## src/rtl/incrementer_counter4bit.sv

```systemverilog
// ============================================================================
// incrementer_counter4bit
// ----------------------------------------------------------------------------
// A 4-bit synchronous up-counter that wraps modulo (MAX_COUNT + 1). Its
// next-state datapath is built from gate-level primitives. A ripple
// incrementer (a half-adder chain with carry-in tied to 1) produces q+1. A
// chain of per-bit 2:1 muxes then picks between 0, q+1, q and din.
// This is the counting-up counterpart of the 4-bit decrement datapath.
//
// Every gate model in this file reduces to a single 2-input NAND.
// The hierarchy is therefore uniform, and checkers can bind to any level.
//
// Modules in this file (leaf first):
//   nand2_g            2-input NAND, the only primitive
//   inv_g              inverter (NAND with both inputs tied)
//   and2_g             AND  = NAND + INV
//   or2_g              OR   = NAND of inverted inputs
//   xor2_g             XOR  = classic 4-NAND structure
//   mux2_g             1-bit 2:1 mux from NANDs (s=0 -> a, s=1 -> b)
//   half_adder_g       s = a ^ b, co = a & b
//   incr4_g            4-bit ripple incrementer, carry-in = 1
//   mux2x4_g           4-bit 2:1 mux, one mux2_g per bit
//   incrementer_counter4bit  top level
//
// Top-level ports:
//   clk   in   1  rising-edge clock
//   rst   in   1  synchronous active-high reset (q <= 0, ovf <= 0)
//   en    in   1  count enable
//   load  in   1  synchronous parallel load (beats en)
//   din   in   4  load value; values above MAX_COUNT are kept as-is
//   q     out  4  registered count
//   tc    out  1  combinational terminal count: en & (q >= MAX_COUNT)
//   ovf   out  1  registered wrap pulse, high in the cycle after a wrap
//
// Edge priority: rst > load > en > hold.
// ============================================================================

// ----------------------------------------------------------------------------
// nand2_g: y = ~(a & b)
// ----------------------------------------------------------------------------
module nand2_g (
    input  logic a,
    input  logic b,
    output logic y
);
    assign y = ~(a & b);
endmodule

// ----------------------------------------------------------------------------
// inv_g: y = ~a
// ----------------------------------------------------------------------------
module inv_g (
    input  logic a,
    output logic y
);
    nand2_g u_nand (.a(a), .b(a), .y(y));
endmodule

// ----------------------------------------------------------------------------
// and2_g: y = a & b
// ----------------------------------------------------------------------------
module and2_g (
    input  logic a,
    input  logic b,
    output logic y
);
    logic n;

    nand2_g u_nand (.a(a), .b(b), .y(n));
    inv_g   u_inv  (.a(n), .y(y));
endmodule


// ----------------------------------------------------------------------------
// xor2_g: y = a ^ b
// This is the four-NAND form. The shared first NAND feeds both side NANDs.
// ----------------------------------------------------------------------------
module xor2_g (
    input  logic a,
    input  logic b,
    output logic y
);
    logic nab;
    logic na;
    logic nb;

    nand2_g u_n0 (.a(a),   .b(b),   .y(nab));
    nand2_g u_n1 (.a(a),   .b(nab), .y(na));
    nand2_g u_n2 (.a(b),   .b(nab), .y(nb));
    nand2_g u_n3 (.a(na),  .b(nb),  .y(y));
endmodule

// ----------------------------------------------------------------------------
// mux2_g: y = s ? b : a
// The NAND-NAND sum-of-products form is y = ~(~(a & ~s) & ~(b & s)).
// ----------------------------------------------------------------------------
module mux2_g (
    input  logic a,
    input  logic b,
    input  logic s,
    output logic y
);
    logic sn;
    logic pa;
    logic pb;

    inv_g   u_inv (.a(s),  .y(sn));
    nand2_g u_na  (.a(a),  .b(sn), .y(pa));
    nand2_g u_nb  (.a(b),  .b(s),  .y(pb));
    nand2_g u_no  (.a(pa), .b(pb), .y(y));
endmodule

// ----------------------------------------------------------------------------
// half_adder_g: s = a ^ b, co = a & b
// ----------------------------------------------------------------------------
module half_adder_g (
    input  logic a,
    input  logic b,
    output logic s,
    output logic co
);
    xor2_g u_xor (.a(a), .b(b), .y(s));
    and2_g u_and (.a(a), .b(b), .y(co));
endmodule

// ----------------------------------------------------------------------------
// incr4_g: {cout, sum} = a + 1
// This is a ripple chain of half adders. The carry into bit 0 is tied high,
// so sum[i] = a[i] ^ c[i] and c[i+1] = a[i] & c[i].
// cout is high only when a is all ones.
// ----------------------------------------------------------------------------
module incr4_g (
    input  logic [3:0] a,
    output logic [3:0] sum,
    output logic       cout
);
    logic [4:0] c;

    assign c[0] = 1'b1;

    for (genvar i = 0; i < 4; i++) begin : g_ha
        half_adder_g u_ha (
            .a  (a[i]),
            .b  (c[i]),
            .s  (sum[i]),
            .co (c[i+1])
        );
    end

    assign cout = c[4];
endmodule

// ----------------------------------------------------------------------------
// mux2x4_g: 4-bit 2:1 mux, y = s ? b : a, one gate-level mux per bit
// ----------------------------------------------------------------------------
module mux2x4_g (
    input  logic [3:0] a,
    input  logic [3:0] b,
    input  logic       s,
    output logic [3:0] y
);
    for (genvar i = 0; i < 4; i++) begin : g_bit
        mux2_g u_mux (
            .a (a[i]),
            .b (b[i]),
            .s (s),
            .y (y[i])
        );
    end
endmodule

// ----------------------------------------------------------------------------
// incrementer_counter4bit: loadable, cascadable modulo counter
//
// The next-state datapath is a chain of three 4-bit 2:1 muxes, lowest
// priority first:
//   cnt_next  = wrap ? 4'h0 : q+1   (wrap or increment)
//   step_next = en   ? cnt_next : q (count or hold)
//   q_next    = load ? din : step_next
// Reset has the highest priority and is applied in the register process.
// din reaches q only through the register, so no combinational path exists
// from din to q.
//
// wrap is "q >= MAX_COUNT", not "q == MAX_COUNT". A loaded value above the
// terminal value therefore wraps to 0 on the next enabled edge instead of
// counting further.
// ----------------------------------------------------------------------------
module incrementer_counter4bit #(
    parameter int MAX_COUNT = 15
) (
    input  logic       clk,
    input  logic       rst,
    input  logic       en,
    input  logic       load,
    input  logic [3:0] din,
    output logic [3:0] q,
    output logic       tc,
    output logic       ovf
);
    localparam logic [3:0] MAX_Q = 4'(MAX_COUNT);

    logic [3:0] inc_q;      // q + 1 from the ripple incrementer
    logic       inc_cout;   // carry out of bit 3, not part of the count
    logic       wrap;       // q is at or past the terminal value
    logic [3:0] cnt_next;   // value taken on an enabled edge
    logic [3:0] step_next;  // count-or-hold
    logic [3:0] q_next;     // after load selection
    logic       ovf_cnt;    // ovf for the count-or-hold path
    logic       ovf_next;   // after load selection (load clears ovf)

    // ------------------------------------------------------------------
    // Datapath
    // ------------------------------------------------------------------
    incr4_g u_incr (
        .a    (q),
        .sum  (inc_q),
        .cout (inc_cout)
    );

    assign wrap = (q >= MAX_Q);

    mux2x4_g u_mux_wrap (
        .a (inc_q),
        .b (4'h0),
        .s (wrap),
        .y (cnt_next)
    );

    mux2x4_g u_mux_en (
        .a (q),
        .b (cnt_next),
        .s (en),
        .y (step_next)
    );

    mux2x4_g u_mux_load (
        .a (step_next),
        .b (din),
        .s (load),
        .y (q_next)
    );

    // ovf follows the same priority as q.
    // It is set by an enabled wrap and cleared by an enabled non-wrap or by
    // a load. It holds when neither en nor load is high.
    mux2_g u_mux_ovf_en (
        .a (ovf),
        .b (wrap),
        .s (en),
        .y (ovf_cnt)
    );

    mux2_g u_mux_ovf_load (
        .a (ovf_cnt),
        .b (1'b0),
        .s (load),
        .y (ovf_next)
    );

    // Terminal count for cascading. It is combinational, so the next stage
    // sees its enable in the same cycle that this stage sits at its last
    // value.
    and2_g u_and_tc (
        .a (en),
        .b (wrap),
        .y (tc)
    );

    // ------------------------------------------------------------------
    // State register with synchronous reset
    // ------------------------------------------------------------------
    always_ff @(posedge clk) begin
        if (rst) begin
            q   <= 4'h0;
            ovf <= 1'b0;
        end else begin
            q   <= q_next;
            ovf <= ovf_next;
        end
    end

    // ------------------------------------------------------------------
    // Simulation-only consistency checks
    // ------------------------------------------------------------------
    // The incrementer carry-out fires exactly when q is all ones. With
    // MAX_COUNT = 15 this is also the wrap condition.
    a_cout_all_ones : assert property (@(posedge clk) inc_cout == (q == 4'hF));

    // MAX_COUNT must fit the 4-bit count and leave at least two states.
    a_max_range : assert property (@(posedge clk) (MAX_COUNT >= 1) && (MAX_COUNT <= 15));

endmodule

```

## config.mk

```make
export PLATFORM = sky130hd
export DESIGN_NAME = incrementer_counter4bit
export DESIGN_NICKNAME = d
export VERILOG_FILES = /design/src/rtl/incrementer_counter4bit.sv
export SDC_FILE = /design/constraint.sdc
export NUM_CORES = 1
export LEC_CHECK = 0
export ABC_AREA = 1
export BUFFER_PORTS_ARGS = -buffer_cell sky130_fd_sc_hd__clkbuf_2
export CAP_MARGIN = 20
export CORE_AREA = 3 3 40 42
export DETAILED_ROUTE_END_ITERATION = 7
export DIE_AREA = 0 0 43 45
export PLACE_DENSITY = 0.5
export SLEW_MARGIN = 15
export SYNTH_ARGS = -nofsm -noshare
export SYNTH_HDL_FRONTEND = slang
export SYNTH_SLANG_ARGS = --single-unit
```

## constraint.sdc

```tcl
create_clock -name clk -period 1 [get_ports clk]
set_clock_uncertainty 0.05 [all_clocks]
set_input_delay 0.05 -clock clk [delete_from_list [all_inputs] [get_ports clk]]
set_output_delay 0.05 -clock clk [all_outputs]
set_load 0.01 [all_outputs]
```

[Word level (Yosys, flattened, before mapping)]
Index checks and enable logic that the tools add are counted.
Operators by class
  order comparisons: 1
  bitwise operators: 87
Operators with widths (number)
  $and A1 B1 Y1: 44
  $not A1 Y1: 43
  $ge A4 B4 Y1 const B: 1
Word-level totals
  register bits: 5
  bits of input ports: 8

[Logic depth before layout (Yosys ltp)]
Gate-level depths: netlist of run 1.
  word-level depth: 17
  depth in mapped cells: 8
  mapped depth without buffers: 8

[Modules after synthesis]
Synthesis of run 1 repeated with hierarchy kept, for this count alone.
Second synthesis, totals
  cells, all modules: 102
  area, all modules: 464.2 um^2
Modules (own cells, without submodules)
  nand2_g: area an instance 3.8 um^2, cells an instance 1, times used 82
  incrementer_counter4bit: area an instance 152.6 um^2, cells an instance 19, times used 1
  incr4_g: area an instance 3.8 um^2, cells an instance 1, times used 1

[Worst setup path after synthesis of run 1]
Ideal clock, no wire load.
  path kind: register -> register
  start point: register (tool-made name)
  end point: register (tool-made name)
  cell stages (with the launch flop): 9
  buffers on the path: 0
  arrival: 972 ps
  data required time: 839 ps
  setup slack: -133 ps
  cell sequence: dfxtp_1 -> ha_1 -> ha_1 -> inv_1 -> nand2_1 -> nand3_1 -> nor2_1 -> nor2_1 -> nor2_1

==> results of run 1 <==
-- cell usage after synthesis --
master | instances | share of area
o2111ai_1 | 1 | 0.028
buf_4 | 4 | 0.095
inv_1 | 5 | 0.060
dfxtp_1 | 5 | 0.32
inv_2 | 1 | 0.012
ha_1 | 2 | 0.079
nor2_1 | 6 | 0.071
nand3_2 | 1 | 0.032
a31oi_1 | 1 | 0.020
nand3_1 | 3 | 0.048
a21boi_0 | 1 | 0.024
a21oi_1 | 2 | 0.032
nand2_1 | 9 | 0.11
nand4_1 | 1 | 0.020
or2_1 | 1 | 0.020
o21ai_1 | 1 | 0.016
nand2_2 | 1 | 0.020
-- stage by stage --
| step | setup TNS [ns] | instances |
|---|---|---|
| floorplan | -0.1014 | 45 |
| global placement | -0.2193 | 72 |
| detailed placement | -0.2586 | 72 |
| CTS | -0.5106 | 78 |
| global route | -0.7051 | 78 |
| finish | -0.4469 | 78 |
-- kinds of logic (layout without fill, tap and decap cells) --
group | Yosys count | after routing
flops | 5 | 5
fa+ha+maj | 2 | 2
buf+inv | 10 | 28
simple gates | 22 | 22
compound gates | 6 | 6
-- layout by cell type (no fill, tap or decap) --
| master | count |
|---|---|
| a21boi_0 | 1 |
| a21oi_1 | 2 |
| a31oi_1 | 1 |
| buf_2 | 1 |
| buf_4 | 3 |
| buf_6 | 1 |
| clkbuf_1 | 1 |
| clkbuf_2 | 12 |
| clkbuf_4 | 3 |
| dfxtp_1 | 2 |
| dfxtp_2 | 3 |
| dlygate4sd3_1 | 1 |
| ha_4 | 2 |
| inv_1 | 4 |
| inv_2 | 2 |
| nand2_1 | 8 |
| nand2_2 | 1 |
| nand2_4 | 1 |
| nand3_1 | 2 |
| nand3_2 | 1 |
| nand3_4 | 1 |
| nand4_1 | 1 |
| nor2_1 | 5 |
| nor2_2 | 1 |
| o2111ai_2 | 1 |
| o21ai_1 | 1 |
| or2_1 | 1 |
-- worst register-to-register path, cell delays in order, from the launching register on --
cell and delay, ns:
dfxtp_2 0.33, ha_4 0.18, ha_4 0.16, inv_2 0.03, nand2_1 0.04, nand3_1 0.06
nor2_1 0.04, nor2_1 0.09, nor2_1 0.04
-- per-layer routing --
metal,GRT usage,up-vias
met5,0,-
met4,0.05422,0
met3,0.02789,2
met2,0.1407,9
met1,0.1065,143
li1,-,179
-- worst paths after layout --
path	endpoint	slack, ns	cells past startpoint	startpoint
min	flop	-0.001	3	din[1]
max reg2reg	flop	-0.14	8	flop
min reg2reg	ovf	0.46	2	ovf
max	tc	-0.15	4	flop
-- power groups by stage --
stage	Combinational [mW]	Sequential (mW)	Clock, mW
3_3_place_gp	0.107	0.230	0
4_1_cts	0.116	0.230	0.240
5_1_grt	0.132	0.232	0.255
3_5_place_dp	0.110	0.231	0
6_report	0.118	0.230	0.234
2_1_floorplan	0.0675	0.230	0
-- area by class of cell --
type,count,share of cell area
inverters,6,0.04534
well taps,15,0.03778
repair buffers,18,0.2191
clock buffers,4,0.05290
flip-flops and latches,5,0.2091
multi-input cells,30,0.4358
-- what timing repair did --
action / in CTS / in global routing
buffers inserted: 1 / 0
pin swaps: 4 / 3
endpoints found under the setup margin: 5 / 5
resized for setup: 5 / 5
endpoints found under the hold margin: 3 / 0
hold buffers: 1 / 0
==> run_results.csv, run 1 <==
group,metric,value,unit
placement,gp_congestion,0.7368,
global_route,grt_util_all_layers,0.08924,
synthesis,synthCells,45,
synthesis,ys_warn_count,0,
critical_path,slowest_delay,0.36,ns
layout,multi_input_area,216.5,um^2
layout,nFillCells,137,
floorplanning,num_rows,13,
global_route,grt_pass1_vias,306,
sta,hold_slack,-0.001032,ns
critical_path,crit_type,"reg2out",
synthesis,synth_cell_type_count,17,
layout,syn_to_final_growth,57.54,%
clock_network,clk_pin_slew,0.05,ns
critical_path,critPathArrivalTime,1.05,ns
layout,drive_gt1_frac,0.5238,
layout,n_antenna_cell,0,
synthesis,synthesis.area,315.3,um^2
layout,utilization,0.3866,
placement,pre_cts_slack,-0.1070,ns
clock_network,cts.path.max_buffers,2,
pwr,power_frac_seq,0.395,
clock_network,clockRootBuffer,"clkbuf_4",
sta,setup_viol,5,
sta,rsz0062_at_grt,"true",
floorplanning,io_pins,14,
synthesis,synth_seq_cells,5,
route,drt-initial-drc-count,3,
global_route,overflow,0,
pwr,clkPwrFrac,0.401,
critical_path,path_delay_family,"flip-flops",
critical_path,worstPathRequired,0.90,ns
route,dr.pass1.iters,3,
route,wl_met3,49,um
floorplanning,die-area,1935,um^2
pwr,power_switching,158.3,uW
global_route,grt_pass1_wl,1269,um
global_route,grt_start_max_net_pins,8,
synthesis,synthMuxAreaShare,0,
critical_path,crit_chain,"ha_4, nand3_4, nor2_2, buf_2",
placement,placed_area,419.2,um^2
global_route,antenna_found_initial,0,
pwr,cellPowerDensity,1173,nW/um^2
placement,io_buffers,13,
sta,worst_slack,-0.1504,ns
route,drcViolationCount,0,
pwr,p_sw_frac,0.2719,
layout,num-nets-final,74,
clock_network,cts_buffers,3,
sta,drv_slew,0,
route,drt-total-wl,792,um
critical_path,slowest_stage,"dfxtp_2",
flow_run,maxCapViolations,0,
route,antenna_left,0,
sta,max_slew.worst_pin.slew,0.1869,ns
pwr,ir_drop,532.4,uV
route,wl_met2,363,um
status,status,"finished, violations left",
synthesis,seq_area_frac_synth,0.3175,
route,vias,333,
route,wl_met1,373,um
pwr,p_comb_frac,0.203,
sta,hold_viol,1,
status,violations,"negative hold slack, negative setup slack",
critical_path,critPathMaxFanout,2,
clock_network,htreeDepth,1,
pwr,total_power,582.5,uW
floorplanning,core_area,1285,um^2
clock_network,cts_sinks,5,
route,routed.top_layer,"met4",
clock_network,insertion_delay,0.24,ns
synthesis,synth_compound_area_frac,0.1190,
placement,dp_hpwl,611.9,um
floorplanning,start_util,0.2454,
synthesis,synth-simple-area-share,0.3175,
route,viasPerCell,4.269,
synthesis,synth_xor_area_frac,0,
pwr,p_int,424.1,uW
synthesis,synth.avg_cell_area,7.007,um^2
critical_path,worst_setup_path_end_kind,"output port",
hold_path,hp-class,"in2reg",
route,wl_per_cell,10.15,um
floorplanning,die_w,43,um
critical_path,path_buf_inv,1,
pwr,p_leak,0.2415,nW
synthesis,synth.net_count,55,
synthesis,synth_fa_ha_area_frac,0.07937,
sta,fin_crit_sh,1.150,
synthesis,synth_top_family_by_area,"simple AND/OR/NAND/NOR gates",
sta,max_freq,0.8692,GHz
floorplanning,die-height,45,um
sta,relSlewSlack,0.8754,
layout,register_area,103.9,um^2
sta,fin_crit,1.150,ns
layout,postLayoutCellArea,496.7,um^2
clock_network,cts_tree,"built",
critical_path,start_kind,"flop",
Note: power is estimated with default switching activity, not from simulation.
==> inputs of run 2 (changes only) <==
ABC_AREA = unset   (was 1)
PLACE_DENSITY = 0.51   (was 0.5)
==> run_results.csv, run 2 <==
group,metric,value,unit
critical_path,r2r_slack,-0.18,ns
synthesis,ys_warn_count,0,
clock_network,htreeDepth,1,
layout,drive_gt1_frac,0.6111,
sta,max_slew.worst_pin.slew,0.2308,ns
sta,setup_viol,5,
synthesis,synth_top_area_frac,0.3162,
clock_network,clockRootBuffer,"clkbuf_4",
sta,worst_slack,-0.1817,ns
synthesis,synth_seq_cells,5,
layout,nFillCells,147,
placement,pre_cts_slack,-0.1664,ns
critical_path,worstPathRequired,1.11,ns
sta,hold_slack,0.04089,ns
layout,num-nets-final,65,
critical_path,critPathMaxFanout,3,
synthesis,synth.net_count,45,
sta,max_freq,0.8463,GHz
placement,gp_congestion,0.6280,
global_route,grt_util_all_layers,0.08507,
flow_run,maxCapViolations,0,
placement,dp_cells,62,
critical_path,rr_worst_depth,5,
sta,fin_crit,1.182,ns
global_route,grt_start_max_net_pins,10,
synthesis,yosys-top-cells-area,"dfxtp_1, buf_4, ha_1, mux2i_1, a21oi_1",
sta,drv_slew,0,
status,status,"finished, violations left",
route,drt-total-wl,720,um
route,drcViolationCount,0,
layout,multi_input_area,232.7,um^2
route,vias,306,
synthesis,synth_cell_type_count,21,
clock_network,cts_tree,"built",
layout,n_antenna_cell,0,
clock_network,insertion_delay,0.24,ns
clock_network,cts_sinks,5,
layout,stdcell_count,69,
floorplanning,die_w,43,um
hold_path,holdPathStages,3,
synthesis,synthCells,35,
clock_network,cts_buffers,3,
route,antenna_left,0,
layout,layout_commonest_cell,"clkbuf_2",
critical_path,start_kind,"flop",
sta,rsz0062_at_grt,"true",
clock_network,cts.path.max_buffers,2,
layout,syn_to_final_growth,65.61,%
synthesis,async_flop_share,0,
layout,register_area,103.9,um^2
synthesis,synth-main-ff-cell,"dfxtp_1",
critical_path,crit_type,"reg2reg",
synthesis,synth-edff-count,0,
synthesis,synth_most_common_cell,"dfxtp_1",
global_route,grt_pass1_wl,1152,um
floorplanning,num_rows,13,
synthesis,yosys.area.top_type,"dfxtp_1",
floorplanning,start_util,0.2463,
hold_path,hp-start,"din[2]",
floorplanning,io_pins,14,
synthesis,synth.avg_cell_area,9.044,um^2
global_route,antenna_found_initial,0,
route,drt-initial-drc-count,2,
synthesis,synthesis.area,316.6,um^2
pwr,cellPowerDensity,1145,nW/um^2
layout,layout_common_cells,"clkbuf_2, dfxtp_2, clkbuf_4, dlygate4sd3_1, buf_4",
pwr,p_leak,0.2265,nW
floorplanning,die-height,45,um
placement,dp_hpwl,530.4,um
hold_path,hp-class,"in2reg",
clock_network,clk_pin_slew,0.05,ns
floorplanning,core_area,1285,um^2
pwr,ir_drop,476.0,uV
critical_path,critPathArrivalTime,1.29,ns
sta,hold_viol,0,
placement,io_buffers,13,
synthesis,seq_area_frac_synth,0.3162,
layout,postLayoutCellArea,524.3,um^2
global_route,grt_pass1_vias,293,
sta,fin_crit_sh,1.182,
route,wl_per_cell,10.43,um
route,dr.pass1.iters,2,
critical_path,worst_setup_path_end_kind,"flop",
synthesis,synth_commonest_cells,"dfxtp_1, buf_4, a21oi_1, nor2_1",
status,violations,"negative setup slack",
route,viasPerCell,4.435,
global_route,overflow,0,
sta,relSlewSlack,0.8448,
placement,placed_area,434.2,um^2
floorplanning,die-area,1935,um^2
-- run 2: changes by cell type after synthesis, sizes merged, moves of 2 or more --
cell / delta
nor2: -3
mux2i: +2
inv: -4
nor2b: +2
nand3: -2
nand2: -10
a21oi: +2
-- run 2: where the power goes --
group	leakage (nW)	internal [mW]	switching (mW)
sequential	0.0422	0.215	0.0171
clock	0.0150	0.151	0.0865
combinational	0.169	0.0743	0.0567
total	0.227	0.440	0.160
-- run 2: per-layer routing --
layer  part of all wire  track usage
met3              0.076      0.02789
met4              0.013      0.09036
met2               0.45       0.1228
met5                  0            0
met1               0.46      0.09443
-- run 2: stage by stage --
step / util / TNS [ns] / power, mW
floorplan: - / -0.2374 / 0.3137
global placement: 0.3379 / -0.3638 / 0.3499
detailed placement: 0.3379 / -0.4148 / 0.3496
CTS: 0.4031 / -0.7751 / 0.6150
global route: 0.4080 / -0.8976 / 0.6285
finish: 0.4080 / -0.6286 / 0.6003
-- run 2: repair_timing --
item	in CTS	in global routing
endpoints found under the setup margin	6	7
pin swaps	5	6
gates resized for setup	4	4
hold buffers	3	0
setup buffers	1	0
endpoints found under the hold margin	3	0
-- run 2: cell type report --
class	instances	area share
multi-input cells	23	0.4439
repair buffers	20	0.2578
flip-flops and latches	5	0.1981
clock buffers	4	0.05012
well taps	15	0.03580
inverters	2	0.01432
-- run 2: worst max path at each step --
stage / start / endpoint / cells past startpoint
floorplan: flop / flop / 4
global placement: flop / flop / 5
detailed placement: flop / flop / 5
CTS: flop / tc / 4
global route: flop / flop / 5
finish: flop / flop / 5
-- run 2: critical path: stages (launching register included) --
cell and delay (ns):
dfxtp_2 0.33, ha_4 0.18, ha_4 0.16, a21oi_2 0.09, mux2i_1 0.08, a211oi_1 0.22
-- run 2: kinds of logic (layout without fill, tap and decap cells) --
family / Yosys count / in the layout / share of synthesized area
AND/OR/NAND/NOR: 10 / 10 / 0.1977
AO/OA/AOI/OAI: 8 / 8 / 0.1739
buffers and inverters: 7 / 26 / 0.1344
flip-flops: 5 / 5 / 0.3162
multiplexers: 3 / 3 / 0.09881
adder cells (fa/ha/maj): 2 / 2 / 0.07904
==> inputs of run 3 (changes only) <==
PLACE_DENSITY = 0.49   (was 0.51)
clock period = 1.3 ns   (was 1 ns; I/O delays follow)
==> run_results.csv, run 3 (synthesis results as in run 2) <==
group,metric,value,unit
layout,layout_commonest_cell,"clkbuf_2",
critical_path,worstPathRequired,1.41,ns
sta,max_freq,0.8262,GHz
sta,fin_setup_tns,0,ns
layout,drive_gt1_frac,0.5208,
sta,fin_crit,1.210,ns
route,drcViolationCount,0,
clock_network,cts.path.max_buffers,2,
layout,num-nets-final,59,
critical_path,critPathArrivalTime,1.32,ns
global_route,grt_util_all_layers,0.07590,
layout,n_antenna_cell,0,
status,status,"completed",
placement,placed_area,372.9,um^2
layout,syn_to_final_growth,35.57,%
route,vias,280,
pwr,power_switching,111.5,uW
floorplanning,start_util,0.2463,
critical_path,critPathMaxFanout,3,
global_route,antenna_found_initial,0,
layout,multi_input_area,201.4,um^2
sta,fin_crit_sh,0.9311,
pwr,ir_drop,641.7,uV
critical_path,start_kind,"flop",
pwr,p_comb_frac,0.176,
floorplanning,num_rows,13,
pwr,clkPwrFrac,0.411,
placement,gp_congestion,0.6229,
route,drt-total-wl,638,um
clock_network,cts_sinks,5,
floorplanning,die-area,1935,um^2
critical_path,worst_setup_path_end_kind,"flop",
layout,register_area,102.6,um^2
sta,setup_viol,0,
pwr,p_leak,0.1933,nW
placement,io_buffers,13,
pwr,cellPowerDensity,1005,nW/um^2
global_route,grt_start_max_net_pins,10,
clock_network,insertion_delay,0.24,ns
global_route,grt_pass1_wl,1021,um
clock_network,clk_pin_slew,0.04,ns
critical_path,path_buf_inv,0,
layout,layout_common_cells,"clkbuf_2, a21oi_1, dfxtp_1, clkbuf_4",
route,dr.pass1.iters,4,
sta,hold_slack,0.01276,ns
sta,drv_slew,0,
global_route,overflow,0,
clock_network,ctsHoldBuffers,0,
clock_network,clockRootBuffer,"clkbuf_4",
hold_path,hp-start,"rst",
placement,dp_hpwl,478.9,um
floorplanning,die-height,45,um
layout,postLayoutCellArea,429.2,um^2
global_route,grt_pass1_vias,243,
sta,relSlewSlack,0.8346,
floorplanning,die_w,43,um
clock_network,cts_tree,"built",
critical_path,crit_chain,"ha_4, ha_1, a21oi_1, mux2i_1, a211oi_1",
clock_network,htreeDepth,1,
critical_path,slowest_stage,"dfxtp_2",
critical_path,path_delay_family,"adder cells",
route,viasPerCell,4.444,
route,antenna_left,0,
floorplanning,io_pins,14,
critical_path,crit_type,"reg2reg",
sta,max_slew.worst_pin.slew,0.2481,ns
clock_network,cts_buffers,3,
sta,rsz0062_at_grt,"false",
flow_run,maxCapViolations,0,
pwr,p_sw_frac,0.2584,
route,wl_per_cell,10.13,um
route,drt-initial-drc-count,2,
layout,nFillCells,145,
sta,hold_viol,0,
floorplanning,core_area,1285,um^2
critical_path,slowest_delay,0.33,ns
pwr,power_frac_seq,0.413,
pwr,p_int,320.0,uW
hold_path,hp-class,"in2reg",
run 3: changes by cell type in the layout (fill, tap and decap cells not counted), sizes merged:
cell and change:
buf -3, dlygate4sd3 -3
run 3: power by group through the flow:
stage / Combinational, mW / Clock (mW) / Sequential (mW)
final: 0.0760 / 0.177 / 0.178
after CTS: 0.0748 / 0.184 / 0.175
after global placement: 0.0726 / 0 / 0.175
after global routing: 0.0862 / 0.194 / 0.180
after floorplan: 0.0539 / 0 / 0.173
after detailed placement: 0.0725 / 0 / 0.175
run 3: routing by layer:
layer	global-route usage	vias up	part of all wire
li1	-	147	-
met1	0.09685	121	0.46
met2	0.08982	12	0.41
met3	0.07171	0	0.13
met4	0.01807	0	0
met5	0	-	0
run 3: per-stage QoR:
step | power [mW] | utilization | std cells | setup WS [ns]
after detailed placement | 0.2477 | 0.2902 | 59 | 0.01815
after global routing | 0.4598 | 0.3340 | 63 | 0.004891
final | 0.4314 | 0.3340 | 63 | 0.08959
after floorplan | 0.2274 | - | 35 | 0.09008
after global placement | 0.2473 | 0.2902 | 59 | 0.04425
after CTS | 0.4336 | 0.3204 | 63 | 0.002868
run 3: path summary, 6_finish.rpt:
| kind | slack [ns] | cells after the start | end |
|---|---|---|---|
| hold / removal | 0.01 | 2 | flop |
| hold reg to reg | 0.52 | 2 | ovf |
| setup / recovery | 0.09 | 5 | flop |
| setup reg to reg | 0.09 | 5 | flop |
run 3: layout make-up:
cell class	instances	share of cell area
multi-input combinational	23	0.4694
clock buffer	4	0.06122
tap	15	0.04373
sequential	5	0.2391
timing repair buffer	14	0.1691
inverter	2	0.01749
run 3: what timing repair did:
action	4_1_cts	5_1_grt
setup endpoints to repair	1	2
pin swaps	2	2
resized for setup	5	3
setup buffers	0	0
run 3: worst register-to-register path: cells and delay by family, from the launching register on:
family                     cells  cell delay [ns]
adders and majority gates      2             0.36
AOI/OAI and AO/OA              2             0.30
muxes                          1             0.09
DFF                            1             0.33
